## src/rtl/pipelined_adder.sv

```systemverilog
// Pipelined ripple-chunk adder: WIDTH-bit add split into STAGES chunks, one per stage,
// carry registered between stages, valid/ready on both sides with bubble collapsing.
module pipelined_adder #(
   parameter int WIDTH  = 16,
   parameter int STAGES = 4
) (
   input  logic             clk,
   input  logic             reset,
   input  logic             in_valid,
   output logic             in_ready,
   input  logic [WIDTH-1:0] a,
   input  logic [WIDTH-1:0] b,
   input  logic             cin,
   output logic             out_valid,
   input  logic             out_ready,
   output logic [WIDTH-1:0] sum,
   output logic             cout,
   output logic             ovf
);
   localparam int CHUNK = WIDTH / STAGES;

   logic [STAGES-1:0] v_reg;
   logic [STAGES-1:0] c_reg;
   logic [STAGES-1:0] adv;
   logic [WIDTH-1:0]  sum_reg [STAGES];
   logic [WIDTH-1:0]  a_reg   [STAGES];
   logic [WIDTH-1:0]  b_reg   [STAGES];
   logic              ovf_reg;

   // A stage may load when it is empty or when everything downstream of it moves.
   always_comb begin
      logic chain;
      adv   = '0;
      chain = !v_reg[STAGES-1] || out_ready;
      adv[STAGES-1] = chain;
      for (int k = STAGES - 2; k >= 0; k--) begin
         chain  = !v_reg[k] || chain;
         adv[k] = chain;
      end
   end

   generate
      for (genvar gi = 0; gi < STAGES; gi++) begin : g_stage
         logic             up_valid;
         logic [WIDTH-1:0] up_a;
         logic [WIDTH-1:0] up_b;
         logic [WIDTH-1:0] up_sum;
         logic             up_c;
         logic [CHUNK:0]   chunk_add;
         logic [WIDTH-1:0] sum_next;

         if (gi == 0) begin : g_first
            assign up_valid = in_valid;
            assign up_a     = a;
            assign up_b     = b;
            assign up_sum   = '0;
            assign up_c     = cin;
         end else begin : g_next
            assign up_valid = v_reg[gi-1];
            assign up_a     = a_reg[gi-1];
            assign up_b     = b_reg[gi-1];
            assign up_sum   = sum_reg[gi-1];
            assign up_c     = c_reg[gi-1];
         end

         assign chunk_add = {1'b0, up_a[gi*CHUNK +: CHUNK]}
                          + {1'b0, up_b[gi*CHUNK +: CHUNK]}
                          + {{CHUNK{1'b0}}, up_c};

         always_comb begin
            sum_next = up_sum;
            sum_next[gi*CHUNK +: CHUNK] = chunk_add[CHUNK-1:0];
         end

         // Data only moves with a valid token, so idle X operands never reach the registers.
         always_ff @(posedge clk or posedge reset) begin
            if (reset) begin
               v_reg[gi]   <= 1'b0;
               c_reg[gi]   <= 1'b0;
               sum_reg[gi] <= '0;
               a_reg[gi]   <= '0;
               b_reg[gi]   <= '0;
            end else if (adv[gi]) begin
               v_reg[gi] <= up_valid;
               if (up_valid) begin
                  c_reg[gi]   <= chunk_add[CHUNK];
                  sum_reg[gi] <= sum_next;
                  a_reg[gi]   <= up_a;
                  b_reg[gi]   <= up_b;
               end
            end
         end

         if (gi == STAGES - 1) begin : g_last
            logic msb_carry;
            // Carry into the MSB recovered from the MSB sum bit and its operand bits.
            assign msb_carry = sum_next[WIDTH-1] ^ up_a[WIDTH-1] ^ up_b[WIDTH-1];

            always_ff @(posedge clk or posedge reset) begin
               if (reset) begin
                  ovf_reg <= 1'b0;
               end else if (adv[gi] && up_valid) begin
                  ovf_reg <= msb_carry ^ chunk_add[CHUNK];
               end
            end
         end
      end
   endgenerate

   assign in_ready  = adv[0];
   assign out_valid = v_reg[STAGES-1];
   assign sum       = sum_reg[STAGES-1];
   assign cout      = c_reg[STAGES-1];
   assign ovf       = ovf_reg;

endmodule
```

## config.mk

```make
export PLATFORM = sky130hd
export DESIGN_NAME = pipelined_adder
export DESIGN_NICKNAME = d
export VERILOG_FILES = /design/src/rtl/pipelined_adder.sv
export SDC_FILE = /design/constraint.sdc
export NUM_CORES = 1
export LEC_CHECK = 0
export CAP_MARGIN = 20
export CORE_MARGIN = 1.5
export CORE_UTILIZATION = 54
export DETAILED_ROUTE_END_ITERATION = 8
export PLACE_DENSITY = 0.82
export SYNTH_ARGS = -nofsm -noshare
export SYNTH_HDL_FRONTEND = slang
export SYNTH_SLANG_ARGS = --single-unit
```

## constraint.sdc

```tcl
create_clock -name clk -period 3.7 [get_ports clk]
set_input_delay 0.37 -clock clk [delete_from_list [all_inputs] [get_ports clk]]
set_output_delay 0.37 -clock clk [all_outputs]
set_load 0.02 [all_outputs]
```

Word level (Yosys, flattened, before mapping) --
Index checks and enable logic that the tools add are counted.
Operators by class: reductions and logical operators 13, $add $sub $neg 8, bitwise operators 3
Operator list (count):
- adder 4 x 4 -> 5 bit | 4
- adder 5 x 1 -> 5 bit | 4
- AND reduction 2 bit | 4
- logical NOT 1 bit | 4
- logical OR 1 bit | 4
- XOR 1 bit | 3
- logical AND 1 bit | 1
Word-level totals: word-level logic and storage cells 43, input port bits 37, output and inout bits 20, register bits after elaboration 145

Longest topological paths before layout --
Gate-level depths: netlist (run 1).
depth after elaboration 6, depth in mapped cells 7, gate-level depth less buffers 7

Worst setup path after synthesis (run 1) --
No wires, ideal clock.
kind reg-to-reg, start point register a_reg, in the netlist g_stage[3].up_a[12], end point register ovf_reg, in the netlist ovf, period minus slack after synthesis 1.870 ns, path buffers 0, library setup time 0.095 ns, data arrival time 1.775 ns, slack 1.830 ns, data required time 3.605 ns, cell stages (with the launch flop) 7, path through dfrtp_1 fa_1 fa_1 nand3_1 a21oi_1 o211a_1 o31ai_1
Between the ends: cells in the longest elaborated chain, start to end 5
Ends and longest elaborated chain:
- from (decl) | RTL line 26 | logic [WIDTH-1:0] a_reg [STAGES];
- from (signal, indexed assignment) | RTL line 88 | a_reg[gi] <= up_a;
- adder 4 x 4 -> 5 bit * | RTL line 67 | + {1'b0, up_b[gi*CHUNK +: CHUNK]}
- adder 5 x 1 -> 5 bit * | RTL line 68 | + {{CHUNK{1'b0}}, up_c};
- XOR 1 bit (2 in a row) | RTL line 97 | assign msb_carry = sum_next[WIDTH-1] ^ up_a[WIDTH-1] ^ up_b[WIDTH-1];
- XOR 1 bit * | RTL line 103 | ovf_reg <= msb_carry ^ chunk_add[CHUNK];
- to (signal assigned) | RTL line 103
- to (decl) | RTL line 28 | logic ovf_reg;
Mark *: on every way between the ends. The rest lies on a longest branch, timed or not. A chain may end at the register's enable or synchronous reset.

Worst setup path after layout (run 1) --
start point register v_reg[2], in the netlist g_stage[3].up_valid, end point output in_ready
Between the ends: cells in the longest elaborated chain, start to end 4
Ends and longest elaborated chain:
- from (decl) | RTL line 22 | logic [STAGES-1:0] v_reg;
- from (signal, indexed assignment) | RTL line 84 | v_reg[gi] <= up_valid;
- logical NOT 1 bit | RTL line 37 | chain = !v_reg[k] || chain;
- logical OR 1 bit (3 in a row) | RTL line 37
- to (decl) | RTL line 10 | output logic in_ready,
Every way passes these cells.

==> results by group, run 1 <==
Outcome
  – Outcome: complete, no violations

Setup path
  – Buf+Inv Stages, Crit Path: 1
  – Reg2Reg Depth: 6
  – Critical path's top delay family: buffers and inverters
  – Startpoint types: flop
  – R2r startpoint: g_stage[3].up_a[12]
  – Reg-to-reg setup timing slack: 1.68 ns
  – CP Capture Type: output pin
  – Worst R2R End: ovf
  – Worst path slowest cell: clkdlybuf4s50_1
  – Slowest stage delay, CP: 0.54 ns
  – Worst EP arrival: 1.89 ns
  – CP cell instances: nand4b_4 -> or2_2 -> clkdlybuf4s50_1
  – WS Path Type: flop to output pin
  – Worst Path Required: 3.33 ns
  – Crit-path max FO: 7

Clock tree
  – Clock buffer depth: 2
  – CTS tree: built
  – Post-CTS Hold Fix Bufs: 0
  – Clk_lat worst skew: 0.36 ns
  – CTS root buf: clkbuf_8
  – Clk sinks: 97
  – H-tree depth: 3
  – Setup bufs post-CTS: 0
  – TritonCTS Buffers: 9
  – Clk slew on worst S/H paths: 0.09 ns
  – PostCTS Resize Cnt: 0

Floorplan
  – Die width: 91.3 um
  – # IOs: 57
  – Total die area: 8330 sq um
  – Core area: 7650 sq um
  – Die Y: 91.3 um
  – Row cnt: 32
  – Starting density of the core: 55.0%

GRT
  – GRT Util Overall: 18.0%
  – First-pass GRT wire length: 11500 um
  – Initial antenna violation count: 0
  – Vias in the first global route: 2484
  – Largest net degree at the start of global routing: 39
  – GRT overflow: 0

STA
  – Peak Freq: 0.442 GHz
  – Tcrit/Tclk final: 61.1%
  – Skew final: 0.00606 ns
  – Pins Over Slew Limit: 0
  – Slew @ Worst Pin: 0.944 ns
  – Setup violators final: 0
  – Final Hold Violating Endpoints: 0
  – Fin Setup TNS: 0 ns
  – RSZ-0062 raised after global routing: no
  – Min Tclk post-route: 2.26 ns
  – Max-slew headroom: 36.8%

Detailed routing
  – Top layer in use: met4
  – Vias post-DR: 2374
  – Wirelength per Cell: 14.6 um
  – Initial drt markers: 96
  – Post-route ant nets: 0
  – Vias/cell: 5.24
  – DRT met1 WL: 2790 um
  – Routed wl met3: 178 um
  – DR DRC count: 0
  – Wire length on met2: 3510 um
  – Pre-Repair DR Iteration Count: 4
  – Final wirelength: 6620 um

Layout
  – Reg area: 2430 sq um
  – Filler cells: 587
  – Antenna Cells: 0
  – Most common cell after layout, fill and taps aside: dfrtp_1
  – Layout cells sized above 1: 30.5%
  – Post-route cell area: 5030 sq um
  – Nets@finish: 403
  – Multi-input logic area: 1660 sq um
  – Most frequent cells in the layout: dfrtp_1 (97), mux2_2 (78), clkdlybuf4s50_1 (56), nand2_1 (14), o21ai_0 (13)
  – P&R area growth vs syn: 19.6%

Synth
  – Synth Instances: 286
  – Post-synth net total: 343
  – Post-synth cell types: 32
  – Sequential area share after synthesis: 57.7%
  – YS warnings: 0
  – Post-Syn Area: 4210 sq um
  – #FFs+latches synth: 97
  – Syn Area/Cell: 14.7 sq um

Power
  – PD cells: 705 nW/um^2
  – VDD IR max: 0.000333 V
  – Lkg Pwr: 2.21 nW

Placement
  – Placement Cell Area: 4830 sq um
  – Buffers on Ports: 56
  – DP Wirelength: 4730 um
  – Final RePlAce weighted congestion: 0.761

Min path
  – Hold Path Class: input port to asynchronous set/reset pin

Run
  – Number of max-cap violations: 0
-- worst register-to-register path: stages, from the launching register on --
cell and delay (ns):
dfrtp_1 0.41, fa_1 0.47, fa_1 0.43, nand3_1 0.14, a21oi_1 0.10, o211a_1 0.22
o31ai_1 0.17
-- cell usage after synthesis --
master    instances  area share, %
nand2b_1          3           0.45
a41oi_1           1           0.21
nand2_1          14            1.2
xnor2_1           2           0.42
o21ai_4           1           0.39
buf_4             2           0.36
a21o_1            6            1.1
nand2_2           3           0.45
mux2_2           78             21
nand3b_1          1           0.18
o21ai_0          13            1.5
nand2b_2          1           0.21
or3_4             1           0.27
a21oi_1           9            1.1
o31ai_1           1           0.18
o211a_1           1           0.24
dfrtp_1          97             58
a21o_2            1           0.21
inv_1            10           0.89
buf_2             1           0.12
and3_2            1           0.18
a41o_1            1           0.24
buf_6             6            1.6
ha_1             12            3.6
xor2_1            6            1.2
fa_1              8            3.8
or2_2             1           0.15
and2_1            1           0.15
nand3_1           1           0.12
and3_1            1           0.15
a211oi_1          1           0.18
nand4b_4          1           0.56
-- stage by stage --
step | total power [mW] | setup slack (ns) | hold slack (ns) | util (%) | std cells
floorplan | 2.47 | 0.796 | 0.445 | - | 286
global placement | 2.83 | 1.37 | 0.462 | 63.1 | 437
detailed placement | 2.90 | 1.34 | 0.466 | 63.1 | 437
CTS | 3.59 | 1.41 | 0.379 | 65.8 | 453
global route | 3.79 | 1.36 | 0.402 | 65.8 | 453
finish | 3.55 | 1.44 | 0.376 | 65.8 | 453
-- worst max-delay path by stage --
stage,start,end,depth (start not counted)
6_report,g_stage[3].up_valid,in_ready,3
5_1_grt,g_stage[3].up_valid,in_ready,3
4_1_cts,g_stage[3].up_valid,in_ready,3
3_5_place_dp,out_ready,g_stage[1].up_b[4],4
3_3_place_gp,out_ready,g_stage[1].up_a[6],4
2_1_floorplan,reset,cout,1
-- routing by layer --
metal  vias to the layer above  track usage (%)
li1                       1117                -
met3                        12             3.35
met2                        36             30.4
met5                         -                0
met1                      1209             21.7
met4                         0             9.90
-- logic make-up after synthesis --
kind of cell / share of synthesized area [%]
and+or+nand+nor: 4.10
muxes: 20.9
adders and majority gates: 7.37
AOI/OAI and AO/OA: 5.32
xor gates and xnor gates: 1.67
DFF: 57.7
buffers and inverters: 2.97
-- layout make-up --
class | count | area share, %
multi-input cells | 170 | 32.9
well taps | 102 | 2.54
clock inverters | 6 | 1.34
inverters | 10 | 0.796
flip-flops and latches | 97 | 48.2
clock buffers | 10 | 2.74
repair buffers | 58 | 11.4
-- report_power, final --
part           total [mW]  internal, mW  switching (mW)  leakage [nW]
Combinational        1.23         0.691           0.542         0.971
Clock               0.691         0.332           0.360        0.0985
Sequential           1.62          1.42           0.205          1.14
Total                3.55          2.44            1.11          2.21
(Power assumes the default switching activity.)
==> run 2, diff against run 1 <==
==> constraint.sdc (replaced) <==
create_clock -name clk -period 2.37 [get_ports clk]
set_input_delay 0.237 -clock clk [delete_from_list [all_inputs] [get_ports clk]]
set_output_delay 0.237 -clock clk [all_outputs]
set_load 0.02 [all_outputs]
==> run 2 against run 1 <==
  * Wire length down 1.3%
  * Via count down 1.1%
  * First-iteration DRC count down 3.1%
  * Clock-buffer cell count unchanged
  * Clock power up 82%
  * Critical endpoint unchanged
  * Largest power group unchanged
==> results by group, run 2 (synthesis results as in run 1) <==
Power
  – Switching Share: 30.3% (-0.89 points)
  – Comb pwr share: 33.8% (-1.0 points)
  – Total power: 5.75 mW (+62%)
  – Net Sw Power: 1.74 mW (+58%)
  – VDD IR max: 0.000506 V (+52%)
  – Clock share of power: 22.0% (+2.5 points)
  – Lkg Pwr: 2.24 nW (+1.1%)
  – PD cells: 1130 nW/um^2 (+60%)
  – Seq pwr share: 44.2% (-1.5 points)
  – Int Power: 4.01 mW (+64%)

Setup path
  – Worst R2R End: ovf
  – CP Capture Type: output pin
  – Worst Path Required: 2.13 ns (-1.20 ns)
  – Reg2Reg Depth: 6 (unchanged)
  – Crit path from: g_stage[3].up_valid
  – R2r startpoint: g_stage[3].up_a[12]
  – Crit-path max FO: 7 (unchanged)
  – WS Path Type: flop to output pin
  – End of the critical path: in_ready
  – Startpoint types: flop
  – Worst EP arrival: 1.91 ns (+0.02 ns)
  – Reg-to-reg setup timing slack: 0.35 ns (-1.33 ns)

Floorplan
  – Core area: 7650 sq um (unchanged)
  – Row cnt: 32 (unchanged)
  – # IOs: 57 (unchanged)
  – Die width: 91.3 um (unchanged)
  – Die Y: 91.3 um (unchanged)
  – Starting density of the core: 55.0% (unchanged)
  – Total die area: 8330 sq um (unchanged)

Layout
  – Util after Layout: 66.6% (+0.83 points)
  – Most common cell after layout, fill and taps aside: dfrtp_1
  – Filler cells: 567 (-3.4%)
  – Nets@finish: 403 (unchanged)
  – Post-Layout Cell Count: 453 (unchanged)
  – Antenna Cells: 0 (unchanged)
  – Most frequent cells in the layout: dfrtp_1 (97), mux2_2 (78), clkdlybuf4s50_1 (56), nand2_1 (14), o21ai_0 (13)
  – Post-route cell area: 5090 sq um (+1.3%)
  – Layout cells sized above 1: 30.2% (-0.28 points)
  – P&R area growth vs syn: 21.1%

STA
  – Skew final: 0.0120 ns (+0.00591 ns)
  – Hold Slack: 0.370 ns (-0.00545 ns)
  – Setup violators final: 0 (unchanged)
  – Fin Setup TNS: 0 ns (unchanged)
  – Final worst slack: 0.224 ns (-1.21 ns)
  – Max-slew headroom: 57.1% (+20 points)
  – Slew @ Worst Pin: 0.641 ns (-0.304 ns)
  – Min Tclk post-route: 2.15 ns
  – Peak Freq: 0.466 GHz
  – Pins Over Slew Limit: 0 (unchanged)
  – Tcrit/Tclk final: 90.5%
  – RSZ-0062 raised after global routing: no
  – Final Hold Violating Endpoints: 0 (unchanged)

Clock tree
  – CTS root buf: clkbuf_8
  – CTS tree: built
  – Post-CTS Hold Fix Bufs: 0 (unchanged)
  – PostCTS Resize Cnt: 0 (unchanged)
  – Clock buffer depth: 2 (unchanged)
  – Clk slew on worst S/H paths: 0.09 ns (about the same)
  – H-tree depth: 3 (unchanged)
  – TritonCTS Buffers: 9 (unchanged)
  – Clk_lat worst skew: 0.35 ns (about the same)
  – Setup bufs post-CTS: 0 (unchanged)
  – Clk sinks: 97 (unchanged)

Detailed routing
  – DR DRC count: 0 (unchanged)
  – Vias/cell: 5.18 (-1.1%)
  – Wirelength per Cell: 14.4 um (-1.3%)
  – Initial drt markers: 93 (-3.1%)
  – Post-route ant nets: 0 (unchanged)
  – Pre-Repair DR Iteration Count: 4 (unchanged)
  – Final wirelength: 6540 um (-1.3%)
  – Vias post-DR: 2348 (-1.1%)

Placement
  – Buffers on Ports: 56 (unchanged)
  – Final RePlAce weighted congestion: 0.758 (-0.35%)
  – Placement Cell Area: 4850 sq um (+0.54%)
  – Pre-CTS setup slack: 0.364 ns (-0.975 ns)
  – Placed insts: 437 (unchanged)
  – DP Wirelength: 4430 um (-6.5%)

GRT
  – GRT overflow: 0 (unchanged)
  – Initial antenna violation count: 0 (unchanged)
  – GRT Util Overall: 17.2% (-0.75 points)
  – First-pass GRT wire length: 11200 um (-3.0%)
  – Vias in the first global route: 2405 (-3.2%)
  – Largest net degree at the start of global routing: 98 (+150%)

Outcome
  – Outcome: complete, no violations

Run
  – Number of max-cap violations: 0 (unchanged)

Min path
  – Hold Path Class: input port to asynchronous set/reset pin
## run 2: changes by cell type in the layout (fill, tap and decap cells not counted)
| cell | change |
|---|---|
| buf_4 | -2 |
| clkbuf_1 | +1 |
| inv_6 | +1 |
| clkbuf_8 | -1 |
| buf_12 | +2 |
| inv_4 | -1 |
| clkinv_2 | -1 |
| bufinv_16 | +2 |
| clkinv_4 | -1 |
## run 2: power groups by stage
stage / clock (mW) / combinational (mW) / sequential, mW
floorplan: 0 / 1.18 / 2.68
global placement: 0 / 1.88 / 2.55
detailed placement: 0 / 1.94 / 2.59
CTS: 1.29 / 1.98 / 2.56
global route: 1.36 / 2.12 / 2.62
finish: 1.26 / 1.94 / 2.55
## run 2: worst min-delay path by stage
stage,from,endpoint,slack [ns],cells after the start
finish,reset,g_stage[3].up_valid,0.37,3
global route,reset,g_stage[3].up_valid,0.42,3
CTS,reset,g_stage[3].up_valid,0.40,3
detailed placement,g_stage[3].up_sum[11],g_stage[3].up_sum[11],0.47,2
global placement,g_stage[1].up_sum[2],g_stage[1].up_sum[2],0.46,2
floorplan,in_valid,g_stage[1].up_valid,0.35,1
## run 2: layer usage
| layer | wire (um) | share of wire [%] | global-route usage [%] |
|---|---|---|---|
| met2 | 3300 | 50 | 28.9 |
| met1 | 2960 | 45 | 22.0 |
| met4 | 88 | 1.3 | 6.90 |
| met5 | 0 | 0 | 0 |
| met3 | 194 | 3.0 | 3.43 |
## run 2: layout make-up
cell class | instances | area [sq um] | area share [%]
Sequential cell | 97 | 2430 | 47.6
Multi-Input combinational cell | 170 | 1660 | 32.5
Timing Repair Buffer | 58 | 601 | 11.8
Clock buffer | 10 | 128 | 2.50
Tap cell | 102 | 128 | 2.50
Clock inverter | 6 | 115 | 2.26
Inverter | 10 | 41.3 | 0.810
## run 2: critical path: stages (launching register included)
cell and delay (ns):
dfrtp_1 0.51, nand4b_4 0.18, or2_2 0.32, clkdlybuf4s50_1 0.55
==> run 3, diff against run 2 <==
--- a/config.mk
+++ b/config.mk
@@ -5,11 +5,12 @@
 export SDC_FILE = /design/constraint.sdc
 export NUM_CORES = 1
 export LEC_CHECK = 0
-export CAP_MARGIN = 20
+export CAP_MARGIN = 15
 export CORE_MARGIN = 1.5
 export CORE_UTILIZATION = 54
 export DETAILED_ROUTE_END_ITERATION = 8
 export PLACE_DENSITY = 0.82
+export SLEW_MARGIN = 0
 export SYNTH_ARGS = -nofsm -noshare
 export SYNTH_HDL_FRONTEND = slang
 export SYNTH_SLANG_ARGS = --single-unit
==> results of run 3 <==
Same layout as run 2: the final DEF is identical, and so are final timing and power.
